==> src/rtl/tcdm_streamer_pkg.sv <==
// tcdm_streamer_pkg: shared types and helpers for the TCDM read streamer.
// Rev 1.0
`default_nettype none

package tcdm_streamer_pkg;

   typedef enum logic [1:0] {
      StIdle  = 2'd0,
      StIssue = 2'd1,
      StDrain = 2'd2
   } state_e;

   localparam logic [3:0] AmoNone = 4'h0;

   // Width needed to hold a count in the range 0..depth inclusive.
   function automatic int cnt_width(input int depth);
      return $clog2(depth + 1);
   endfunction

endpackage

`default_nettype wire

==> src/rtl/tcdm_rsp_fifo.sv <==
// tcdm_rsp_fifo: registered response buffer with occupancy count; any depth >= 2.
// Rev 1.0
`default_nettype none

module tcdm_rsp_fifo
   import tcdm_streamer_pkg::*;
#(
   parameter int Width = 64,
   parameter int Depth = 4,
   parameter int CntW  = cnt_width(Depth)
) (
   input  logic             clk,
   input  logic             rst,
   input  logic             push,
   input  logic [Width-1:0] wdata,
   input  logic             pop,
   output logic [Width-1:0] rdata,
   output logic             empty,
   output logic [CntW-1:0]  count
);

   localparam int PtrW = (Depth > 1) ? $clog2(Depth) : 1;

   logic [Width-1:0] mem [Depth];
   logic [PtrW-1:0]  wr_ptr;
   logic [PtrW-1:0]  rd_ptr;
   logic             full;
   logic             do_push;
   logic             do_pop;

   function automatic logic [PtrW-1:0] next_ptr(input logic [PtrW-1:0] ptr);
      return (ptr == PtrW'(Depth - 1)) ? '0 : ptr + PtrW'(1);
   endfunction

   assign empty   = (count == '0);
   assign full    = (count == CntW'(Depth));
   assign do_pop  = pop && !empty;
   // A full buffer still accepts a write when the head leaves in the same cycle.
   assign do_push = push && (!full || do_pop);
   assign rdata   = mem[rd_ptr];

   always_ff @(posedge clk) begin
      if (do_push) begin
         mem[wr_ptr] <= wdata;
      end
   end

   always_ff @(posedge clk or posedge rst) begin
      if (rst) begin
         wr_ptr <= '0;
         rd_ptr <= '0;
         count  <= '0;
      end else begin
         if (do_push) wr_ptr <= next_ptr(wr_ptr);
         if (do_pop)  rd_ptr <= next_ptr(rd_ptr);
         case ({do_push, do_pop})
            2'b10:   count <= count + CntW'(1);
            2'b01:   count <= count - CntW'(1);
            default: count <= count;
         endcase
      end
   end

endmodule

`default_nettype wire

==> src/rtl/tcdm_read_streamer.sv <==
// tcdm_read_streamer: credit-based strided TCDM reader producing a valid/ready stream.
// Rev 1.0
`default_nettype none

module tcdm_read_streamer
   import tcdm_streamer_pkg::*;
#(
   parameter int DataWidth = 64,
   parameter int AddrWidth = 17,
   parameter int LenWidth  = 16,
   parameter int FifoDepth = 4,
   parameter int CoreId    = 0
) (
   input  logic                   clk_i,
   input  logic                   rst_i,
   input  logic                   start_i,
   input  logic [AddrWidth-1:0]   cfg_base_addr_i,
   input  logic [AddrWidth-1:0]   cfg_stride_i,
   input  logic [LenWidth-1:0]    cfg_len_i,
   output logic                   busy_o,
   output logic                   done_o,
   output logic                   tcdm_req_write_o,
   output logic [AddrWidth-1:0]   tcdm_req_addr_o,
   output logic [3:0]             tcdm_req_amo_o,
   output logic [DataWidth-1:0]   tcdm_req_data_o,
   output logic [DataWidth/8-1:0] tcdm_req_strb_o,
   output logic [4:0]             tcdm_req_user_core_id_o,
   output logic                   tcdm_req_user_is_core_o,
   output logic                   tcdm_req_q_valid_o,
   input  logic                   tcdm_rsp_q_ready_i,
   input  logic                   tcdm_rsp_p_valid_i,
   input  logic [DataWidth-1:0]   tcdm_rsp_data_i,
   output logic [DataWidth-1:0]   stream_data_o,
   output logic                   stream_valid_o,
   input  logic                   stream_ready_i
);

   localparam int CntW = cnt_width(FifoDepth);

   state_e               state;
   state_e               state_next;
   logic [AddrWidth-1:0] addr;
   logic [AddrWidth-1:0] stride;
   logic [LenWidth-1:0]  len;
   logic [LenWidth-1:0]  issued;
   logic [LenWidth-1:0]  popped;
   logic [CntW-1:0]      outstanding;
   logic [CntW-1:0]      fifo_count;
   logic [CntW:0]        reserved;
   logic                 fifo_empty;
   logic                 has_credit;
   logic                 req_hs;
   logic                 rsp_push;
   logic                 pop;
   logic                 last_issue;
   logic                 drain_done;
   logic                 finish;
   logic                 start_ok;

   assign tcdm_req_write_o        = 1'b0;
   assign tcdm_req_amo_o          = AmoNone;
   assign tcdm_req_data_o         = '0;
   assign tcdm_req_strb_o         = '1;
   assign tcdm_req_user_core_id_o = 5'(CoreId);
   assign tcdm_req_user_is_core_o = 1'b0;
   assign tcdm_req_addr_o         = addr;

   // Credits only shrink through our own handshakes, so a raised valid never drops.
   assign reserved   = {1'b0, fifo_count} + {1'b0, outstanding};
   assign has_credit = reserved < (CntW + 1)'(FifoDepth);

   assign start_ok   = (state == StIdle) && start_i;
   assign req_hs     = tcdm_req_q_valid_o && tcdm_rsp_q_ready_i;
   assign rsp_push   = tcdm_rsp_p_valid_i && (outstanding != '0);
   assign pop        = stream_valid_o && stream_ready_i;
   assign last_issue = req_hs && ((issued + LenWidth'(1)) == len);
   assign drain_done = (outstanding == '0) && fifo_empty && (popped == len);

   always_ff @(posedge clk_i or posedge rst_i) begin
      if (rst_i) state <= StIdle;
      else       state <= state_next;
   end

   always_comb begin
      state_next = state;
      case (state)
         StIdle:  if (start_i) state_next = (cfg_len_i == '0) ? StDrain : StIssue;
         StIssue: if (last_issue) state_next = StDrain;
         StDrain: if (drain_done) state_next = StIdle;
         default: state_next = StIdle;
      endcase
   end

   always_comb begin
      tcdm_req_q_valid_o = (state == StIssue) && has_credit;
      busy_o             = (state != StIdle);
      finish             = (state == StDrain) && drain_done;
   end

   always_ff @(posedge clk_i or posedge rst_i) begin
      if (rst_i) begin
         addr        <= '0;
         stride      <= '0;
         len         <= '0;
         issued      <= '0;
         popped      <= '0;
         outstanding <= '0;
         done_o      <= 1'b0;
      end else begin
         done_o <= finish;
         if (start_ok) begin
            addr   <= cfg_base_addr_i;
            stride <= cfg_stride_i;
            len    <= cfg_len_i;
            issued <= '0;
            popped <= '0;
         end else begin
            if (req_hs) begin
               addr   <= addr + stride;
               issued <= issued + LenWidth'(1);
            end
            if (pop) popped <= popped + LenWidth'(1);
         end
         case ({req_hs, rsp_push})
            2'b10:   outstanding <= outstanding + CntW'(1);
            2'b01:   outstanding <= outstanding - CntW'(1);
            default: outstanding <= outstanding;
         endcase
      end
   end

   tcdm_rsp_fifo #(
      .Width (DataWidth),
      .Depth (FifoDepth),
      .CntW  (CntW)
   ) u_rsp_fifo (
      .clk   (clk_i),
      .rst   (rst_i),
      .push  (rsp_push),
      .wdata (tcdm_rsp_data_i),
      .pop   (pop),
      .rdata (stream_data_o),
      .empty (fifo_empty),
      .count (fifo_count)
   );

   assign stream_valid_o = !fifo_empty;

   a_no_stray_rsp : assert property (@(posedge clk_i) disable iff (rst_i)
      tcdm_rsp_p_valid_i |-> (outstanding != '0))
      else $error("response received with no request outstanding");

endmodule

`default_nettype wire

==> config.mk <==
export PLATFORM = sky130hd
export DESIGN_NAME = tcdm_read_streamer
export DESIGN_NICKNAME = d
export VERILOG_FILES = /design/src/rtl/tcdm_streamer_pkg.sv /design/src/rtl/tcdm_rsp_fifo.sv /design/src/rtl/tcdm_read_streamer.sv
export SDC_FILE = /design/constraint.sdc
export NUM_CORES = 1
export LEC_CHECK = 0
export CORE_MARGIN = 3
export CORE_UTILIZATION = 44
export CTS_BUF_LIST = sky130_fd_sc_hd__clkbuf_4 sky130_fd_sc_hd__clkbuf_8
export CTS_CLUSTER_DIAMETER = 150
export DETAILED_ROUTE_END_ITERATION = 16
export HOLD_SLACK_MARGIN = 0.06
export PLACE_DENSITY = 0.69
export RECOVER_POWER = 25
export SLEW_MARGIN = 20
export SYNTH_ARGS = -nofsm -noshare
export SYNTH_HDL_FRONTEND = slang
export SYNTH_SLANG_ARGS = --single-unit
==> constraint.sdc <==
create_clock -name clk_i -period 3.9 [get_ports clk_i]
set_clock_uncertainty 0.2 [all_clocks]
set_input_delay 0.78 -clock clk_i [delete_from_list [all_inputs] [get_ports clk_i]]
set_output_delay 0.78 -clock clk_i [all_outputs]
set_load 0.01 [all_outputs]
# Word level (Yosys, flattened, before mapping)
# Memory sizes are Yosys's and may differ from the RTL's.
# Index checks and enable logic that the tools add are counted.
[totals]
regBits = 95
mem_bits_rw = 256
out_inout_bits = 168
word_cells = 79
memories = 1
[op_classes]
addsub = 10
n_lt_le_gt_ge = 1
eq_ne = 14
muxes = 17
reduce_logical = 25
[memory_table]
columns = ["name", "depth", "word_bits", "rd", "rd_clocked_by_memory_dff", "write_ports", "line_no", "text"]
rows = [
  ["u_rsp_fifo.mem", 4, 64, 1, 0, 1, "tcdm_rsp_fifo.sv:24", "logic [Width-1:0] mem [Depth];"],
]
[ops]
columns = ["op", "count"]
rows = [
  ["16-bit 2-to-1 mux", 4],
  ["17-bit 2-to-1 mux", 2],
  ["16-bit by 1-bit adder with 16-bit output, second input constant", 2],
  ["16-bit equality test", 2],
  ["17-bit adder", 1],
  ["16-bit zero test", 1],
  ["2-bit 2-to-1 mux", 6],
  ["3-bit case mux with 2 select lines", 2],
  ["1-bit logical AND", 11],
  ["2-bit equality test, second input constant", 5],
  ["2-bit nonzero test", 5],
  ["3-bit by 1-bit adder with 3-bit output, second input constant", 2],
  ["2-bit by 1-bit equality test with 1-bit output, second input constant", 3],
  ["3-bit zero test", 2],
  ["2-bit != test, second input constant", 3],
  ["2-bit case mux with 3 select lines", 1],
  ["3-bit by 1-bit subtractor with 3-bit output, second input constant", 2],
  ["2-bit by 1-bit adder with 2-bit output, second input constant", 2],
  ["3-bit by 3-bit adder with 4-bit output", 1],
  ["4-bit by 3-bit less-than comparator with 1-bit output, second input constant", 1],
  ["3-bit equality test, second input constant", 1],
  ["3-bit AND reduction", 1],
  ["3-bit nonzero test", 1],
  ["1-bit zero test", 2],
  ["3 further kinds", 4],
]

# Logic depth before layout (Yosys ltp)
# Gate-level depths: netlist of the first run.
[logic_depth]
depth_word = 8
ltp_mapped = 12
mapped_depth_nobuf = 10

# Hierarchy
# A second synthesis of the first run with hierarchy kept.
[hier_totals]
hier_cells = 1106
area_unflattened_um2 = 15808.9
[modules_own_cells]
columns = ["module", "n_inst", "cells_each", "area_each_um2", "seq_area_each_um2"]
rows = [
  ["tcdm_rsp_fifo", 1, 390, 9759.4, 7862.5],
  ["tcdm_read_streamer", 1, 716, 6049.6, 2202.1],
]

# Least setup slack after synthesis of the first run
# No wires, ideal clock.
[synth_path]
path_kind = "in2reg"
startpoint = "input port tcdm_rsp_p_valid_i"
endpoint = "memory u_rsp_fifo.mem[0][0], enable pin"
arrival_ps = 2718
required_ps = 3271
setup_slack_ps = 554
path_stages = 3
n_path_buf = 0
cell_sequence = "nand2_1 nor2_1 and2_1"
[synth_between]
elab_chain_cells = 4
[synth_lines]
columns = ["item", "line_no", "text"]
rows = [
  ["from (decl)", "tcdm_read_streamer.sv:31", "input logic tcdm_rsp_p_valid_i,"],
  ["1-bit logical AND", "tcdm_read_streamer.sv:74", "assign rsp_push = tcdm_rsp_p_valid_i && (outstanding != '0);"],
  ["1-bit logical AND", "tcdm_rsp_fifo.sv:39", "assign do_push = push && (!full || do_pop);"],
  ["1-bit 2-to-1 mux", "tcdm_rsp_fifo.sv:43", "if (do_push) begin"],
  ["1-bit 2-to-1 mux (implied by the code)", "tcdm_rsp_fifo.sv:44", "mem[wr_ptr] <= wdata;"],
  ["to (decl)", "tcdm_rsp_fifo.sv:24", ""],
]
# No other way between the ends.

# Worst setup path after layout of the first run
[layout_path]
startpoint = "register u_rsp_fifo.rd_ptr[0]"
endpoint = "output port stream_data_o[34]"
[layout_between]
elab_chain_cells = 1
[layout_lines]
columns = ["item", "line_no", "text"]
rows = [
  ["from (decl)", "tcdm_rsp_fifo.sv:26", "logic [PtrW-1:0] rd_ptr;"],
  ["from (signal assigned)", "tcdm_rsp_fifo.sv:55", "if (do_pop) rd_ptr <= next_ptr(rd_ptr);"],
  ["memory read 4 x 64 bit", "-", ""],
  ["to (decl)", "tcdm_read_streamer.sv:33", "output logic [DataWidth-1:0] stream_data_o,"],
]
# No other way between the ends.

==> flow_metrics.tcl, run 1 <==
set metrics [dict create \
    synth_compound_area_frac 0.0507 \
    synth_warnings 0 \
    cp_cell_sequence "buf_12 > mux4_2 > clkdlybuf4s50_1" \
    area_delta_synth_final_pct 23.0 \
    start_util 0.450 \
    syn_area_per_cell_sq_um 14.4 \
    syn_inst 1090 \
    antenna_found_initial 4 \
    drive_gt1_frac 0.144 \
    synth_cell_type_count 66 \
    critPathRequiredTime_ns 2.92 \
    switching_share 0.324 \
    synthMuxAreaShare 0.0971 \
    die_h_um 195 \
    synth_top_area_cell "edfxtp_1" \
    leakagePower_nw 7.26 \
    viasPerCell 5.16 \
    multi_input_area_sq_mm 0.00505 \
    route.vias.total 9439 \
    final-seq-area_sq_mm 0.0101 \
    ys_seq_area_frac 0.642 \
    io_pins 288 \
    fillers 2823 \
    status "completed" \
    path_max_fanout 21 \
    cts_tree "built" \
    hold_viol 0 \
    htreeDepth 2 \
    hold_path.class "flip-flop to flip-flop" \
    portBuffers 204 \
    dieArea_sq_mm 0.0379 \
    final_cells 1828 \
    wl_per_cell_um 18.7 \
    worstSetupStartpointType "flip-flop" \
    timing.final.crit_share 0.921 \
    cpMaxStageDelayCell "dfrtp_4" \
    rsz0062_at_grt "no" \
    wirelength_mm 34.1 \
    synth_edf_count 256 \
    p_switching_mw 4.51 \
    synth_adder_area_share 0.0246 \
    worstSetupPathType "flip-flop to output pin" \
    sequentialPowerShare 0.391 \
    hold_ws_ns 0.280 \
    fin_tns_setup_ns 0 \
    core_area_sq_mm 0.0348 \
    synth_top_family_by_area "multiplexers" \
    setup_viol 0 \
    first_pass_iters 5 \
    cts_resized 0 \
    cts-root-buf "clkbuf_8" \
    syn_area_sq_mm 0.0157 \
    clk_pin_slew_ns 0.06 \
    final_nets 1475 \
    die_w_um 195 \
    internal-power_mw 9.41 \
    pwr-share-comb 0.374 \
    min_period_ns 3.59 \
    synth_flop_cell "edfxtp_1" \
    drt-initial-drc-count 540 \
    grt_max_degree 65 \
    worstPathArrival_ns 2.61 \
    cts_max_path_buffers 3 \
    dpl.hpwl_mm 22.9 \
    ir_drop_uv 447 \
    grt_usage 0.176 \
    synth_most_common_cell "edfxtp_1" \
    worstMarginPinSlew_ns 0.916 \
    ys_seq_elements 351 \
    cts_inserted_buffers 57 \
    place_inst 1721 \
    power.density_mw_per_mm2 722 \
    ant_nets 0 \
    maxSlewViolCount 0 \
    post-route-util 0.554 \
    clock_latency_ns 0.59 \
    gp_congestion 0.826 \
    drc 0 \
    grt-ovfl-total 0 \
    clkPwrFrac 0.235 \
    insertedDiodeCount 0 \
    fp-row-count 68 \
    synthTopCellsByArea "edfxtp_1 49%, dfrtp_1 15%, mux4_2 9.2%" \
    yosys.area_share.simple 0.0893 \
    fmax_mhz 278 \
    grt_pass1_wl_mm 53.7 \
    async_reset_ff_frac 0.271 \
    synthTopCellsByCount "256 x edfxtp_1, 143 x nand2_1, 95 x dfrtp_1" \
    endpoint_kind "output pin" \
    grt_pass1_vias 9677 \
    synth_top_area_share 0.491 \
    cts_sinks 351 \
    slew_headroom 0.388 \
    synth_xor_area_frac 0.0395 \
    max_stage_delay_ns 0.70 \
    maxCapViolCount 0 \
]
==> power groups by stage <==
stage	sequential (mW)	combinational (mW)	clock, mW
6_report	5.44	5.21	3.27
5_1_grt	5.53	5.72	3.55
4_1_cts	5.48	5.23	3.37
3_5_place_dp	5.55	5.21	0
3_3_place_gp	5.53	5.13	0
2_1_floorplan	5.34	3.24	0
==> layout by cell type, fill, tap and decap left out, types with 20 or more instances in the layout <==
| master | instances |
|---|---|
| o21ai_0 | 39 |
| conb_1 | 83 |
| clkbuf_8 | 61 |
| nand3_1 | 23 |
| nand2_1 | 143 |
| clkdlybuf4s50_1 | 154 |
| xor2_1 | 39 |
| xnor2_1 | 29 |
| a21oi_1 | 27 |
| inv_1 | 20 |
| ha_1 | 26 |
| edfxtp_1 | 256 |
| nor2_1 | 44 |
| dfrtp_1 | 93 |
| mux4_2 | 64 |
| dlygate4sd3_1 | 50 |
==> cell type report <==
class,count,area share
timing repair buffer,223,0.119
multi-input combinational,671,0.262
clock inverter,26,0.0114
tap,455,0.0295
inverter,22,0.00435
clock buffer,80,0.0510
sequential,351,0.523
==> worst max-delay path: cells and delay by family, from the launching register on <==
| kind | cells | cell delay (ns) |
|---|---|---|
| flops | 1 | 0.70 |
| mux | 1 | 0.54 |
| buf+inv | 2 | 0.76 |
==> timing repair <==
action	in CTS	in global routing
endpoints found under the hold margin	0	0
endpoints found under the setup margin	0	36
hold buffers	0	0
buffers inserted	0	1
==> sequential cells by signal, indices dropped and copies added, names as in the netlist <==
name               flops
issued                16
outstanding            3
u_rsp_fifo.mem       256
len                   16
u_rsp_fifo.count       3
tcdm_req_addr_o       17
u_rsp_fifo.wr_ptr      2
done_o                 1
state                  2
stride                17
popped                16
u_rsp_fifo.rd_ptr      2
==> stage by stage <==
| stage | area, sq um | setup WS (ns) | total power [mW] |
|---|---|---|---|
| after global routing | 19300 | 0.169 | 14.8 |
| after detailed placement | 18000 | 0.693 | 10.8 |
| final | 19300 | 0.308 | 13.9 |
| after floorplan | 16000 | 0.443 | 8.58 |
| after CTS | 19200 | 0.0216 | 14.1 |
| after global placement | 18000 | 0.708 | 10.7 |
==> final timing paths <==
check	startpoint	end	slack, ns	cells after the start
max	u_rsp_fifo.rd_ptr[0]	stream_data_o[34]	0.31	3
min	state[0]	done_o	0.28	1
max reg2reg	u_rsp_fifo.count[2]	state[1]	0.80	7
min reg2reg	state[0]	done_o	0.28	1
max in group asynchronous	rst_i	tcdm_req_addr_o[15]	2.36	3
min in group asynchronous	rst_i	popped[14]	0.38	2
==> layer usage <==
| metal | vias up | global-route usage | share of wire |
|---|---|---|---|
| met5 | - | 0 | 0.0013 |
| met4 | 8 | 0.0426 | 0.015 |
| met3 | 53 | 0.0421 | 0.070 |
| met2 | 296 | 0.282 | 0.48 |
| met1 | 4701 | 0.247 | 0.43 |
| li1 | 4381 | - | - |
==> kinds of logic (layout without fill, tap and decap cells) <==
| family | Yosys count | count (layout) |
|---|---|---|
| compound gates | 124 | 124 |
| xor+xnor | 69 | 69 |
| fa+ha+maj | 29 | 29 |
| buf+inv | 149 | 351 |
| flops | 351 | 351 |
| mux | 72 | 72 |
| other cells | 2 | 83 |
| simple gates | 294 | 294 |
Power figures use the tool's default switching activity.
==> run 2, diff against run 1 <==
--- a/config.mk
+++ b/config.mk
@@ -17,3 +17,4 @@
 export SYNTH_ARGS = -nofsm -noshare
 export SYNTH_HDL_FRONTEND = slang
 export SYNTH_SLANG_ARGS = --single-unit
+export TNS_END_PERCENT = 20
==> results of run 2 <==
No change in the layout: final DEF, timing and power equal those of run 1.
==> run 3, diff against run 2 <==
--- a/config.mk
+++ b/config.mk
@@ -5,9 +5,9 @@
 export SDC_FILE = /design/constraint.sdc
 export NUM_CORES = 1
 export LEC_CHECK = 0
+export ABC_AREA = 1
 export CORE_MARGIN = 3
 export CORE_UTILIZATION = 44
-export CTS_BUF_LIST = sky130_fd_sc_hd__clkbuf_4 sky130_fd_sc_hd__clkbuf_8
 export CTS_CLUSTER_DIAMETER = 150
 export DETAILED_ROUTE_END_ITERATION = 16
 export HOLD_SLACK_MARGIN = 0.06
==> flow_metrics.tcl, run 3 <==
set metrics [dict create \
    path_max_fanout 46 \
    worstSetupPathType "flip-flop to output pin" \
    regToRegSetupSlack_ns 1.30 \
    wl_per_cell_um 17.2 \
    synth_top_area_share 0.487 \
    dp_slack_ns 0.562 \
    ys_seq_elements 351 \
    rsz0062_at_grt "no" \
    endpoint_kind "output pin" \
    ys_seq_area_frac 0.638 \
    start_util 0.451 \
    ff2ff_path_depth 14 \
    cts_resized 0 \
    final_nets 1821 \
    hold_path.class "flip-flop to flip-flop" \
    holdPathEnd "stride[15]" \
    postCtsHoldBufs 0 \
    portBuffers 204 \
    syn_area_per_cell_sq_um 10.8 \
    hold_viol 0 \
    grt_pass1_wl_mm 59.2 \
    fin_tns_setup_ns 0 \
    cts_max_path_buffers 3 \
    syn_area_sq_mm 0.0158 \
    hold_ws_ns 0.283 \
    drive_gt1_frac 0.0635 \
    status "completed" \
    synth_cell_type_count 45 \
    cts-root-buf "clkbuf_16" \
    setup_viol 0 \
    post_cts_buffers 0 \
    layout_commonest_cell "edfxtp_1" \
    area_delta_synth_final_pct 22.7 \
    met2WireLength_mm 17.6 \
    synth_most_common_cell "edfxtp_1" \
    synthTopCellsByArea "edfxtp_1 49%, dfrtp_1 15%, nand2_1 5.5%" \
    synthTopCellsByCount "256 x edfxtp_1, 233 x nand2_1, 183 x nor2_1" \
    grt_usage 0.191 \
    cts_inserted_buffers 40 \
    die_w_um 195 \
    clk_pin_slew_ns 0.05 \
    drt-initial-drc-count 734 \
    drc 0 \
    wl_met3_mm 2.88 \
    total_power_mw 12.7 \
    setup_slack_ns 0.181 \
    dpl.hpwl_mm 23.8 \
    top_register "u_rsp_fifo.mem" \
    route.vias.total 11200 \
    fp-row-count 68 \
    m1WireLength_mm 15.9 \
    async_reset_ff_frac 0.271 \
    slew_headroom 0.482 \
    critPathRequiredTime_ns 2.92 \
    ir_drop_uv 553 \
    wirelength_mm 37.2 \
    grt-ovfl-total 0 \
    largest_reg_flops 256 \
    layout_common_cells "256 x edfxtp_1, 233 x nand2_1, 178 x nor2_1, 172 x o21ai_0, 153 x clkdlybuf4s50_1" \
    synth_flop_cell "edfxtp_1" \
    min_period_ns 3.72 \
    io_pins 288 \
    top_layer "met5" \
    worstPathArrival_ns 2.74 \
    worstSetupStartpointType "flip-flop" \
    antenna_found_initial 8 \
    htreeDepth 2 \
    maxSlewViolCount 0 \
    rr_startpoint "issued[0]" \
    cts_tree "built" \
    power.density_mw_per_mm2 655 \
    die_h_um 195 \
    worstMarginPinSlew_ns 0.777 \
    synth_edf_count 256 \
    hold_path_depth 2 \
    clock_latency_ns 0.54 \
    dieArea_sq_mm 0.0382 \
    timing.final.crit_share 0.954 \
    leakagePower_nw 7.49 \
    viasPerCell 5.17 \
    ant_nets 0 \
    syn_inst 1467 \
    synth_warnings 0 \
    maxCapViolCount 0 \
    grt_max_degree 131 \
    gp_congestion 0.855 \
    regToRegEndpoint "state[0]" \
    first_pass_iters 5 \
    fmax_mhz 269 \
    min_from "stride[15]" \
    cts_sinks 351 \
    synth_top_area_cell "edfxtp_1" \
    core_area_sq_mm 0.0350 \
    grt_pass1_vias 11300 \
]
run 3: cell count changes after synthesis, moves of 10 or more:
cell	delta
o21ai_0	+133
xnor2_1	-14
nor2_2	+10
a21oi_1	+10
o22ai_1	+74
xor2_1	-26
clkbuf_1	+20
mux4_2	-64
nand2_1	+90
nand3_1	+19
buf_1	-13
inv_1	+57
nor2_1	+138
run 3: how the worst max path moves through the flow:
stage / start / to / cells past startpoint / slack (ns)
2_1_floorplan: tcdm_rsp_p_valid_i / u_rsp_fifo.mem[0][0] / 5 / -0.77
3_3_place_gp: tcdm_rsp_p_valid_i / u_rsp_fifo.mem[0][21] / 7 / 0.61
3_5_place_dp: tcdm_rsp_p_valid_i / u_rsp_fifo.mem[0][44] / 7 / 0.56
4_1_cts: u_rsp_fifo.rd_ptr[1] / stream_data_o[46] / 4 / 0.15
5_1_grt: u_rsp_fifo.rd_ptr[1] / stream_data_o[40] / 4 / 0.01
6_report: u_rsp_fifo.rd_ptr[1] / stream_data_o[46] / 4 / 0.18
run 3: cell type report:
type,instances,area (sq um)
fill,2941,15600
sequential,351,10100
multi-input combinational,971,4880
timing repair buffer,224,2270
clock buffer,55,1120
tap,455,569
inverter,84,319
clock inverter,17,135
antenna,2,5.00
run 3: worst max-delay path: stages, from the launching register on:
cell and delay (ns):
dfrtp_2 0.60, buf_4 0.52, o21ai_0 0.19, o22ai_1 0.27, clkdlybuf4s50_1 0.60
run 3: cell families after synthesis:
| kind of cell | Yosys count | share of synthesized area |
|---|---|---|
| buffers and inverters | 226 | 0.0748 |
| adder cells (fa/ha/maj) | 29 | 0.0244 |
| AND/OR/NAND/NOR | 518 | 0.137 |
| other | 2 | 0.000476 |
| flip-flops | 351 | 0.638 |
| AO/OA/AOI/OAI | 312 | 0.109 |
| XOR/XNOR | 29 | 0.0170 |
run 3: per-layer routing:
metal  global-route usage  vias to the layer above
met5                    0                        -
li1                     -                     5360
met4               0.0510                       12
met3               0.0535                       65
met1                0.249                     5384
met2                0.318                      347
run 3: through the flow:
step	area, sq um	instances	util
final	19400	2159	0.554
after global routing	19400	2157	0.554
after CTS	19400	2157	0.554
after detailed placement	18100	2085	0.518
after global placement	18100	2085	0.518
after floorplan	16100	1548	-
run 3: where the power goes:
| part | leakage (nW) | switching, mW | internal [mW] |
|---|---|---|---|
| clock network | 0.606 | 1.48 | 2.03 |
| logic | 3.38 | 2.43 | 1.73 |
| registers | 3.50 | 0.280 | 4.73 |
| total | 7.49 | 4.19 | 8.49 |
